===== src/rtl/puf_challenge_sequencer.sv =====
// puf_challenge_sequencer
//   Initiator for the RO-PUF core. For each of RESP_BITS challenges it holds
//   the PUF in reset with the ring oscillators off for SETTLE_CYCLES, lets the
//   oscillators and post-mux counters run for MEASURE_CYCLES, then spends one
//   cycle sampling the race arbiter bit into the response shift register and
//   advancing the challenge. A one-cycle done pulse marks a valid response.
//
// Optional feature macro: PUF_SEQ_LFSR_EN
//   defined   : challenge advances as an 8-bit Fibonacci LFSR
//               (x^8+x^6+x^5+x^4+1); a zero seed is loaded as 8'h01.
//   undefined : challenge advances by +1 with 8-bit wrap; seed loaded as-is.
//
// Ports
//   clock      in   1          clock
//   reset      in   1          synchronous, active-low
//   start      in   1          level request, only honoured in IDLE
//   seed       in   8          first challenge of a run
//   puf_resp   in   1          race arbiter result from the PUF core
//   challenge  out  8          mux selects ([3:0] mux A, [7:4] mux B)
//   enable     out  32         ring oscillator enables, all-0 or all-1
//   puf_reset  out  1          active-low reset to the post-mux counters
//   busy       out  1          run in progress
//   done       out  1          one-cycle pulse, response valid
//   response   out  RESP_BITS  collected bits, first challenge in the MSB
module puf_challenge_sequencer #(
  parameter int RESP_BITS      = 16,
  parameter int SETTLE_CYCLES  = 64,
  parameter int MEASURE_CYCLES = 256
) (
  input  logic                 clock,
  input  logic                 reset,
  input  logic                 start,
  input  logic [7:0]           seed,
  input  logic                 puf_resp,
  output logic [7:0]           challenge,
  output logic [31:0]          enable,
  output logic                 puf_reset,
  output logic                 busy,
  output logic                 done,
  output logic [RESP_BITS-1:0] response
);

  localparam int MAX_PHASE = (SETTLE_CYCLES > MEASURE_CYCLES) ? SETTLE_CYCLES : MEASURE_CYCLES;
  localparam int PH_W      = $clog2(MAX_PHASE) + 1;
  localparam int BIT_W     = $clog2(RESP_BITS + 1);

  typedef enum logic [2:0] {
    ST_IDLE   = 3'd0,
    ST_SETTLE = 3'd1,
    ST_RUN    = 3'd2,
    ST_SAMPLE = 3'd3,
    ST_DONE   = 3'd4
  } state_t;

  state_t               state_q, state_d;
  logic [PH_W-1:0]      phase_q, phase_d;
  logic [BIT_W-1:0]     bit_q, bit_d;
  logic [7:0]           challenge_q, challenge_d;
  logic [RESP_BITS-1:0] response_q, response_d;

  logic             settle_last;
  logic             measure_last;
  logic [BIT_W-1:0] bit_inc;
  logic             last_bit;

  // Challenge loaded from the seed at run start.
  function automatic logic [7:0] first_challenge(input logic [7:0] s);
`ifdef PUF_SEQ_LFSR_EN
    // The all-zero state would lock the LFSR, so it is replaced by 8'h01.
    return (s == 8'h00) ? 8'h01 : s;
`else
    return s;
`endif
  endfunction

  // Challenge following c.
  function automatic logic [7:0] next_challenge(input logic [7:0] c);
`ifdef PUF_SEQ_LFSR_EN
    return {c[6:0], c[7] ^ c[5] ^ c[4] ^ c[3]};
`else
    return c + 8'd1;
`endif
  endfunction

  assign settle_last  = (phase_q == PH_W'(SETTLE_CYCLES - 1));
  assign measure_last = (phase_q == PH_W'(MEASURE_CYCLES - 1));
  assign bit_inc      = bit_q + BIT_W'(1);
  assign last_bit     = (bit_inc == BIT_W'(RESP_BITS));

  // State register (and datapath registers)
  always_ff @(posedge clock) begin
    if (!reset) begin
      state_q     <= ST_IDLE;
      phase_q     <= '0;
      bit_q       <= '0;
      challenge_q <= 8'h00;
      response_q  <= '0;
    end else begin
      state_q     <= state_d;
      phase_q     <= phase_d;
      bit_q       <= bit_d;
      challenge_q <= challenge_d;
      response_q  <= response_d;
    end
  end

  // Next-state logic
  always_comb begin
    state_d = state_q;
    unique case (state_q)
      ST_IDLE:   if (start) state_d = ST_SETTLE;
      ST_SETTLE: if (settle_last) state_d = ST_RUN;
      ST_RUN:    if (measure_last) state_d = ST_SAMPLE;
      ST_SAMPLE: state_d = last_bit ? ST_DONE : ST_SETTLE;
      ST_DONE:   state_d = ST_IDLE;
      default:   state_d = ST_IDLE;
    endcase
  end

  // Datapath next values
  always_comb begin
    phase_d     = phase_q;
    bit_d       = bit_q;
    challenge_d = challenge_q;
    response_d  = response_q;
    unique case (state_q)
      ST_IDLE: begin
        if (start) begin
          challenge_d = first_challenge(seed);
          response_d  = '0;
          bit_d       = '0;
          phase_d     = '0;
        end
      end
      ST_SETTLE: phase_d = settle_last ? '0 : phase_q + PH_W'(1);
      ST_RUN:    phase_d = measure_last ? '0 : phase_q + PH_W'(1);
      ST_SAMPLE: begin
        // The arbiter bit reflects the challenge still on the mux selects.
        response_d  = {response_q[RESP_BITS-2:0], puf_resp};
        challenge_d = next_challenge(challenge_q);
        bit_d       = bit_inc;
        phase_d     = '0;
      end
      ST_DONE:   ;
      default:   ;
    endcase
  end

  // Outputs
  always_comb begin
    enable    = 32'h0000_0000;
    puf_reset = 1'b0;
    busy      = 1'b0;
    done      = 1'b0;
    unique case (state_q)
      ST_IDLE:   ;
      ST_SETTLE: busy = 1'b1;
      ST_RUN, ST_SAMPLE: begin
        // Oscillators stay enabled through the sample cycle so the arbiter
        // result is stable while it is captured.
        enable    = 32'hFFFF_FFFF;
        puf_reset = 1'b1;
        busy      = 1'b1;
      end
      ST_DONE:   done = 1'b1;
      default:   ;
    endcase
  end

  assign challenge = challenge_q;
  assign response  = response_q;

endmodule


===== config.mk =====
export PLATFORM = sky130hd
export DESIGN_NAME = puf_challenge_sequencer
export DESIGN_NICKNAME = d
export VERILOG_FILES = /design/src/rtl/puf_challenge_sequencer.sv
export SDC_FILE = /design/constraint.sdc
export NUM_CORES = 1
export LEC_CHECK = 0
export CAP_MARGIN = 20
export CORE_MARGIN = 10
export CORE_UTILIZATION = 50
export CTS_CLUSTER_DIAMETER = 80
export DETAILED_ROUTE_END_ITERATION = 7
export PLACE_DENSITY = 0.95
export SYNTH_ARGS = -nofsm -noshare
export SYNTH_HDL_FRONTEND = slang
export SYNTH_SLANG_ARGS = --single-unit

===== constraint.sdc =====
create_clock -name clock -period 3.9 [get_ports clock]
set_clock_uncertainty 0.15 [all_clocks]
set_input_delay 0.78 -clock clock [delete_from_list [all_inputs] [get_ports clock]]
set_output_delay 0.78 -clock clock [all_outputs]
set_load 0.02 [all_outputs]

Word level (Yosys, flattened, before mapping)
Cells that the tools add are included.
- flip-flop bits (word level): 41
- latch bits: 0
- bits in writable memories: 0
- ROM bits: 0
- output and inout port bits: 59
- word-level logic and storage cells: 45
- memories kept: 0
- $add $sub $neg: 3
- $mul: 0
- divide/modulo/power cells: 0
- magnitude comparators: 0
- equal/unequal tests: 10
- shift operators: 0
- mux-type cells: 19
- bitwise operators: 0
- reduce and logical (&&, ||, !) cells: 8
- operators by type and width (cell ; number):
    $pmux 9 s4 ; 1
    $mux 32 ; 1
    $pmux 16 s2 ; 1
    $mux 9 ; 3
    $mux 16 ; 1
    $pmux 8 s2 ; 1
    $mux 3 ; 4
    $pmux 3 s4 ; 1
    $pmux 5 s2 ; 1
    $add 9x1->9 const B ; 1
    $eq 9x6->1 const B ; 1
    $eq 9x8->1 const B ; 1
    $add 8x1->8 const B ; 1
    $mux 8 ; 1
    $eq 3x2->1 const B ; 2
    $ne 2x2->1 const B ; 3
    $add 5x1->5 const B ; 1
    $eq 5x5->1 const B ; 1
    $mux 5 ; 1
    $reduce_and 2->1 ; 2
    $reduce_bool 4->1 ; 1
    $eq 3x1->1 const B ; 1
    $eq 3x3->1 const B ; 1
    $logic_not 3->1 ; 1
    other kinds (5) ; 7

Logic depth before layout (Yosys ltp)
Gate-level depths: netlist of the first run.
- depth after elaboration: 4
- mapped depth: 9

Worst setup path after synthesis of the first run
No wires, ideal clock.
- kind: reg-to-output
- start: register state_q[1]
- end: output enable[0]
- arrival time: 1502 ps
- required time: 2970 ps
- slack: 1468 ps
- stages on the path, launching flop included: 5
- path through: dfxtp_1 -> buf_2 -> nand2b_1 -> inv_1 -> buf_4
- longest elaborated chain between the ends: 3
- elaborated cells on any way between the ends: 4
- classes of those cells: 2 x eq/ne; 1 x mux; 1 x reduce/logical
- ends and longest elaborated chain (item ; line ; source):
    from (decl) ; 55 ; state_t state_q, state_d;
    from (signal assigned) ; 99 ; state_q <= state_d;
    $eq 3x2->1 ; 155 ; unique case (state_q)
    $reduce_or 2->1 * ; 155 ;
    $mux 32 * ; 155 ;
    to (decl) ; 36 ; output logic [31:0] enable,
Every way passes the cells marked *; elsewhere a longest branch is shown, timed or not.

Worst setup path after layout of the first run
- start: register state_q[1]
- end: output enable[11]
The elaborated chain is that of the path after synthesis.

==> run metrics, run 1 <==
vias in the first global route=1920; Worst-Margin Slew=0.778 ns; total grt overflow=0; Die Wd=~87 um; maximum VDD drop=between 0.2 and 0.3 mV; relative slew slack=0.481; Worst setup SP type=flop; Starting Density=0.514; Leakage=a little under 1 nW; flops & latches, synth=about 40; # hold bufs at CTS=0; Root Driver=clkbuf_8; Max Fclk=about 0.30 GHz; via count=around 1900; Final Cycle Share=0.869; layout cells sized above 1=0.0751; initial antenna violation count=0; final setup TNS=0 ns; CTS tree=done; Arrival @ worst endpoint=between 2 and 2.5 ns; R2R setup slack=between 1.5 and 2 ns; library cells used by synthesis=45; total core area=about 4400 um2; Post-DRT Antenna Nets=0; Worst Path Required=2.97 ns; Clk Latency, worst-skew pair=approximately 0.30 ns; hpwl dp=between 3000 and 4000 um; Hold Crit Depth=1; number of flops mapped to enable cells by yosys=0; Hold Crit Start=bit_q[4]$_SDFFE_PN0P_; die area=about 7600 um2; reg-to-reg endpoint=challenge[0]$_SDFFE_PN0P_; Max-cap violations=0; Placed Area=2740 um2; Mapped Area=approximately 2200 um2; yosys warns=0; power density cells=approximately 280 nW/um2; Critical R2R Launch=state_q[0]$_SDFFE_PN0P_; setup repair bufs after CTS=0; wire length per cell=approximately 15 um; final cell count without fillers=around 350; Clk pin slew, worst setup/hold paths=0.08 ns; critical setup path kind=flop to primary output; Worst Reg2Reg Path Length in Cells=4; Crit. End Element=primary output; Hold Crit Class=flop to flop; Hold Path End=bit_q[4]$_SDFFE_PN0P_; first-pass GRT wire length=a little under 9000 um; Inst Count DP=~340; clk sink count=41; DRT iter0 DRCs=89; # rows=24; Max Slew Vio Count=0; First-pass DRT Iterations=5; Buffers on Ports=70; final WL=between 5000 and 6000 um; Via-to-Cell Ratio=approximately 5.5; total CTS buffers=5; area delta synth->final=26.0%; syn nets=273; average cell area after synthesis=roughly 8.7 um2; post-synthesis sequential area ratio=0.367; gpl congestion=roughly 0.78; final hold slack=approximately 0.31 ns; CP max FO=33; PostCTS Resize Cnt=0; DRC viols=0; Die H=around 87 um; design area=2820 um2; top_reg_cell synth=dfxtp_1; Fin. Hold Viols=0; Post-Synthesis Cells=~260; final setup violation count=0; I/O pin count=around 70; antenna fix cells=0; crit path time final=~3.4 ns; GRT Overall Usage=0.137; clock buffer depth=2; status=completed; largest net degree at the start of global routing=34; nets=approximately 300; RSZ-0062 raised after global routing=no; fraction of registers with async set/reset=0; H-tree depth=2
==> state kept, by name (all words and copies together) (netlist names) <==
name	count
bit_q	5
challenge	8
phase_q	9
state_q	3
response	16
==> cell usage after synthesis, drive strengths merged (3+ instances only) <==
master / n / area [um2]
nor4: 4 / 25.0
nor2b: 23 / 144
buf: 39 / 273
o211ai: 3 / 22.5
nor3: 8 / 45.0
dfxtp: 41 / 821
nand3: 10 / 50.1
nand4: 3 / 18.8
clkbuf: 5 / 18.8
xnor2: 6 / 52.6
nand2: 11 / 41.3
o21ai: 8 / 40.0
a21oi: 8 / 40.0
a21boi: 5 / 37.5
inv: 6 / 22.5
nand2b: 3 / 18.8
nand3b: 3 / 22.5
nor2: 23 / 93.8
ha: 5 / 62.6
a22oi: 18 / 135
==> metal layers <==
metal  vias up  GRT usage  routed length, um
li1        942          -                  -
met1       875      0.146               2090
met2        60      0.229               2400
met3         9     0.0721                597
met4         0     0.0457                 84
met5         -          0                  0
==> where the power goes <==
part	total, mW	internal, mW	switching [mW]	leakage (nW)
clock network	0.276	0.124	0.152	0.0439
logic	0.0896	0.0448	0.0448	0.605
registers	0.439	0.426	0.0126	0.332
total	0.804	0.595	0.209	0.981
==> how the worst max path moves through the flow <==
stage                                       start    endpoint  depth (start not counted)
after global routing      state_q[1]$_SDFFE_PN0P_  enable[22]                          3
after floorplan           state_q[1]$_SDFFE_PN0P_   enable[0]                          4
after detailed placement  state_q[1]$_SDFFE_PN0P_  enable[21]                          3
after global placement    state_q[1]$_SDFFE_PN0P_  enable[21]                          3
final                     state_q[1]$_SDFFE_PN0P_  enable[11]                          3
after CTS                 state_q[1]$_SDFFE_PN0P_  enable[21]                          3
==> per-stage QoR <==
step                setup WS (ns)  power (mW)   util
finish                      0.513       0.804  0.648
global route                0.295       0.836  0.648
CTS                         0.491       0.811  0.648
detailed placement          0.837       0.539  0.628
global placement            0.948       0.536  0.628
floorplan                    1.47       0.501      -
==> layout make-up <==
type	instances	area [um2]
tap	52	65.1
inverter	6	22.5
timing repair buffer	73	723
multi-input combinational	165	1100
clock buffer	5	68.8
sequential	41	821
fill	366	1530
clock inverter	3	17.5
==> critical path, cell delays in order (launching register included) <==
cell,delay [ns]
dfxtp_1,0.59
nand2b_1,0.20
inv_1,0.61
clkdlybuf4s50_1,0.76
==> cell families after synthesis <==
logic type	after synthesis	share of synthesized area
mux	2	0.0101
simple gates	101	0.260
xor+xnor	6	0.0235
flops	41	0.367
buf+inv	50	0.140
fa+ha+maj	5	0.0279
compound gates	51	0.171
==> layout by cell type (no fill, tap or decap), types with 4 or more instances in the layout <==
cell type         n
ha_1              5
xnor2_1           6
a22oi_1          18
nand3_1          10
nor2b_1          23
clkdlybuf4s50_1  70
a21oi_1           8
nor4_1            4
nand2_1          11
o21ai_0           8
inv_1             6
a21boi_1          4
nor2_1           22
nor3_1            7
clkbuf_8          5
dfxtp_1          41
(Power assumes the default switching activity.)
==> run 2: changes to the inputs <==
- CTS_BUF_LIST: default -> sky130_fd_sc_hd__clkbuf_16
- HOLD_SLACK_MARGIN: default -> 0.12
==> run metrics, run 2 (same netlist as run 1, synthesis figures left out) <==
status=completed (unchanged); first-pass GRT wire length=8680 um (was 8670 um); area delta synth->final=28.6% (was 26.0%); maximum VDD drop=0.357 mV (was 0.281 mV); Worst setup SP type=flop (unchanged); Hold Path End=bit_q[4]$_SDFFE_PN0P_ (unchanged); DRC viols=0 (unchanged); initial antenna violation count=0 (unchanged); total core area=4350 um2 (unchanged); crit path time final=3.33 ns (was 3.39 ns); H-tree depth=2 (unchanged); clock buffer depth=2 (unchanged); largest net degree at the start of global routing=34 (unchanged); vias in the first global route=1898 (was 1920); Starting Density=0.514 (unchanged); RSZ-0062 raised after global routing=no (unchanged); Worst Path Required=2.97 ns (about the same); CTS tree=done (unchanged); hpwl dp=3790 um (unchanged); DRT iter0 DRCs=115 (was 89); Via-to-Cell Ratio=5.44 (was 5.47); antenna fix cells=0 (unchanged); GRT Overall Usage=0.138 (was 0.137); gpl congestion=0.783 (unchanged); Leakage=1.01 nW (was 0.981 nW); PostCTS Resize Cnt=0 (unchanged); final hold slack=0.307 ns (was 0.310 ns); R2R setup slack=1.71 ns (was 1.69 ns); Die Wd=86.9 um (unchanged); critical setup path kind=flop to primary output (unchanged); Die H=86.9 um (unchanged); Worst-Margin Slew=0.772 ns (was 0.778 ns); reg-to-reg endpoint=challenge[0]$_SDFFE_PN0P_ (unchanged); Root Driver=clkbuf_16 (was clkbuf_8); final setup violation count=0 (unchanged); Final Cycle Share=0.853 (was 0.869); via count=1877 (was 1886); total CTS buffers=5 (unchanged); relative slew slack=0.485 (was 0.481); setup repair bufs after CTS=0 (unchanged); power density cells=322 nW/um2 (was 285 nW/um2); First-pass DRT Iterations=4 (was 5); layout cells sized above 1=0.0751 (unchanged); final setup TNS=0 ns (unchanged); Hold Crit Class=flop to flop (unchanged); Buffers on Ports=70 (unchanged); Max-cap violations=0 (unchanged); final WL=5180 um (was 5170 um); Worst Reg2Reg Path Length in Cells=4 (unchanged); clk sink count=41 (unchanged); Clk pin slew, worst setup/hold paths=0.06 ns (was 0.08 ns); total grt overflow=0 (unchanged); Max Fclk=0.301 GHz (was 0.295 GHz); Hold Crit Start=bit_q[4]$_SDFFE_PN0P_ (unchanged); CP max-delay cell=clkdlybuf4s50_1 (unchanged); # hold bufs at CTS=0 (unchanged); nets=309 (unchanged); most common cell after layout, fill and taps aside=clkdlybuf4s50_1 (unchanged); die area=7550 um2 (unchanged); Fillers=358 (was 366); Largest register FFs=16 (unchanged); Arrival @ worst endpoint=2.40 ns (was 2.46 ns); wire length per cell=15.0 um (about the same); Crit. End Element=primary output (unchanged); Max Slew Vio Count=0 (unchanged); most frequent cells in the layout=clkdlybuf4s50_1 (70), dfxtp_1 (41), nor2b_1 (23), nor2_1 (22), a22oi_1 (18) (unchanged); # rows=24 (unchanged); critical-path cell list=nand2b_1 -> inv_1 -> clkdlybuf4s50_1 (unchanged); I/O pin count=71 (unchanged); Fin. Hold Viols=0 (unchanged); Clk Latency, worst-skew pair=0.28 ns (was 0.30 ns); CP max FO=33 (unchanged); Max stage delay on crit path=0.76 ns (about the same); Hold Crit Depth=1 (unchanged); Post-DRT Antenna Nets=0 (unchanged); Critical R2R Launch=state_q[0]$_SDFFE_PN0P_ (unchanged)
run 2: cell count changes in the layout (fill, tap and decap cells not counted):
cell	change
clkbuf_16	+5
clkbuf_8	-5
run 2: worst max-delay path by stage:
stage                                        from         end  slack (ns)
final                     state_q[1]$_SDFFE_PN0P_  enable[11]        0.57
after global routing      state_q[1]$_SDFFE_PN0P_  enable[14]        0.34
after CTS                 state_q[1]$_SDFFE_PN0P_  enable[21]        0.53
after detailed placement  state_q[1]$_SDFFE_PN0P_  enable[21]        0.84
after global placement    state_q[1]$_SDFFE_PN0P_  enable[21]        0.95
after floorplan           state_q[1]$_SDFFE_PN0P_   enable[0]        1.47
run 2: metrics by stage:
stage,utilization,cells,cell area (um2),setup slack (ns),total power [mW]
after floorplan,-,256,2240,1.47,0.501
after global placement,0.628,337,2740,0.948,0.536
after detailed placement,0.628,337,2740,0.837,0.539
after CTS,0.661,345,2880,0.534,0.938
after global routing,0.661,345,2880,0.343,0.962
final,0.661,345,2880,0.572,0.925
run 2: layout make-up:
class | instances | area [um2] | share of cell area
clock buffers | 5 | 125 | 0.0435
multi-input cells | 165 | 1100 | 0.383
flip-flops and latches | 41 | 821 | 0.285
clock inverters | 3 | 17.5 | 0.00609
inverters | 6 | 22.5 | 0.00783
well taps | 52 | 65.1 | 0.0226
repair buffers | 73 | 723 | 0.251
run 2: routing by layer:
metal	routed length (um)	global-route usage	vias up
li1	-	-	943
met1	2120	0.150	873
met2	2430	0.227	54
met3	564	0.0749	7
met4	63	0.0383	0
met5	0	0	-
run 2: where the power goes:
part,internal (mW),switching (mW)
Clock,0.234,0.162
Sequential,0.427,0.0126
Combinational,0.0448,0.0451
run 2: worst max-delay path, delay by kind of cell, from the launching register on:
family | cells | cell delay, ns
flops | 1 | 0.56
buf+inv | 2 | 1.37
simple gates | 1 | 0.19
==> run 3: changes to the inputs <==
- CORE_MARGIN: 10 -> default
- CTS_CLUSTER_DIAMETER: 80 -> 40
==> run metrics, run 3 (same netlist as run 1, synthesis figures left out) <==
Max-cap violations=0 (unchanged); final hold slack=0.333 ns (was 0.307 ns); antenna fix cells=0 (unchanged); critical setup path kind=flop to primary output (unchanged); total CTS buffers=5 (unchanged); relative slew slack=0.512 (was 0.485); total grt overflow=0 (unchanged); Leakage=1.02 nW (was 1.01 nW); CTS tree=done (unchanged); Die Wd=68.9 um (was 86.9 um); setup repair bufs after CTS=0 (unchanged); Largest register FFs=16 (unchanged); maximum VDD drop=0.296 mV (was 0.357 mV); Arrival @ worst endpoint=2.39 ns (was 2.40 ns); DRT iter0 DRCs=89 (was 115); Die H=68.9 um (was 86.9 um); Starting Density=0.540 (was 0.514); Max Fclk=0.301 GHz (about the same); RSZ-0062 raised after global routing=no (unchanged); status=completed (unchanged); Placement Setup Slack=0.858 ns (was 0.837 ns); via count=1949 (was 1877); setup ws final=0.577 ns (was 0.572 ns); Max Slew Vio Count=0 (unchanged); most frequent cells in the layout=clkdlybuf4s50_1 (70), dfxtp_1 (41), nor2b_1 (23), nor2_1 (22), a22oi_1 (18) (unchanged); Worst Path Required=2.97 ns (about the same); Tot Pwr=0.999 mW (was 0.925 mW); hpwl dp=3150 um (was 3790 um); Worst setup SP type=flop (unchanged); CP max FO=33 (unchanged); Root Driver=clkbuf_16 (unchanged); Post-DRT Antenna Nets=0 (unchanged); Final Cycle Share=0.852 (was 0.853); Crit. End Element=primary output (unchanged); Clk pin slew, worst setup/hold paths=0.06 ns (about the same); layout cells sized above 1=0.0751 (unchanged); Buffers on Ports=70 (unchanged); nets=309 (unchanged); First-pass DRT Iterations=4 (unchanged); final cell count without fillers=343 (was 345); initial antenna violation count=0 (unchanged); vias in the first global route=1734 (was 1898); wire length per cell=13.9 um (was 15.0 um); final WL=4770 um (was 5180 um); final setup TNS=0 ns (unchanged); Inst Count DP=335 (was 337); Hold Crit Start=bit_q[4]$_SDFFE_PN0P_ (unchanged); power density cells=344 nW/um2 (was 322 nW/um2); # rows=23 (was 24); Clk Latency, worst-skew pair=0.28 ns (about the same); PostCTS Resize Cnt=0 (unchanged); Worst-Margin Slew=0.731 ns (was 0.772 ns); Critical path origin=state_q[1]$_SDFFE_PN0P_ (unchanged); final setup violation count=0 (unchanged); DRC viols=0 (unchanged); # hold bufs at CTS=0 (unchanged); H-tree depth=2 (unchanged); gpl congestion=0.819 (was 0.783); largest net degree at the start of global routing=34 (unchanged); Fin. Hold Viols=0 (unchanged); Critical R2R Launch=state_q[2]$_SDFFE_PN0P_ (was state_q[0]$_SDFFE_PN0P_); die area=4750 um2 (was 7550 um2); GRT Overall Usage=0.216 (was 0.138); clock buffer depth=2 (unchanged); area delta synth->final=29.7% (was 28.6%); first-pass GRT wire length=7770 um (was 8680 um); Via-to-Cell Ratio=5.68 (was 5.44); clk sink count=41 (unchanged); Hold Crit Class=flop to flop (unchanged); I/O pin count=71 (unchanged); crit path time final=3.32 ns (was 3.33 ns); total core area=4140 um2 (was 4350 um2); most common cell after layout, fill and taps aside=clkdlybuf4s50_1 (unchanged); Fillers=317 (was 358)
## run 3: changes by cell type in the layout (fill, tap and decap cells not counted)
cell / previous run / this run
clkinv_4: 0 / 1
bufinv_16: 0 / 1
clkinv_2: 2 / 0
## run 3: final timing paths
check | end | slack (ns) | cells after the start
worst max register to register | challenge[3]$_SDFFE_PN0P_ | 1.80 | 5
worst max-delay path | enable[24] | 0.58 | 3
worst min-delay path | bit_q[4]$_SDFFE_PN0P_ | 0.33 | 1
worst min register to register | bit_q[4]$_SDFFE_PN0P_ | 0.33 | 1
## run 3: per-stage QoR
stage | area, um2 | utilization
after detailed placement | 2730 | 0.659
after CTS | 2900 | 0.701
after floorplan | 2240 | -
after global routing | 2900 | 0.701
after global placement | 2730 | 0.659
final | 2900 | 0.701
## run 3: final cells by class
cell class | instances | area, um2 | area share
Tap cell | 50 | 62.6 | 0.0215
Clock buffer | 5 | 125 | 0.0431
Clock inverter | 3 | 46.3 | 0.0159
Sequential cell | 41 | 821 | 0.283
Timing Repair Buffer | 73 | 723 | 0.249
Inverter | 6 | 22.5 | 0.00776
Multi-Input combinational cell | 165 | 1100 | 0.380
## run 3: per-layer routing
metal  up-vias  share of wire  track usage
met2        82           0.47        0.359
met1       915           0.45        0.274
met5         -              0            0
met4         0          0.014       0.0867
li1        944              -            -
met3         8          0.070       0.0411
## run 3: report_power, final
group | internal, mW | switching, mW | leakage (nW)
logic | 0.0448 | 0.0442 | 0.605
registers | 0.427 | 0.0137 | 0.332
clock network | 0.303 | 0.167 | 0.0800
total | 0.774 | 0.225 | 1.02
## run 3: critical path, cell delays in order (launching register included)
cell,delay [ns]
dfxtp_1,0.57
nand2b_1,0.20
inv_1,0.58
clkdlybuf4s50_1,0.75
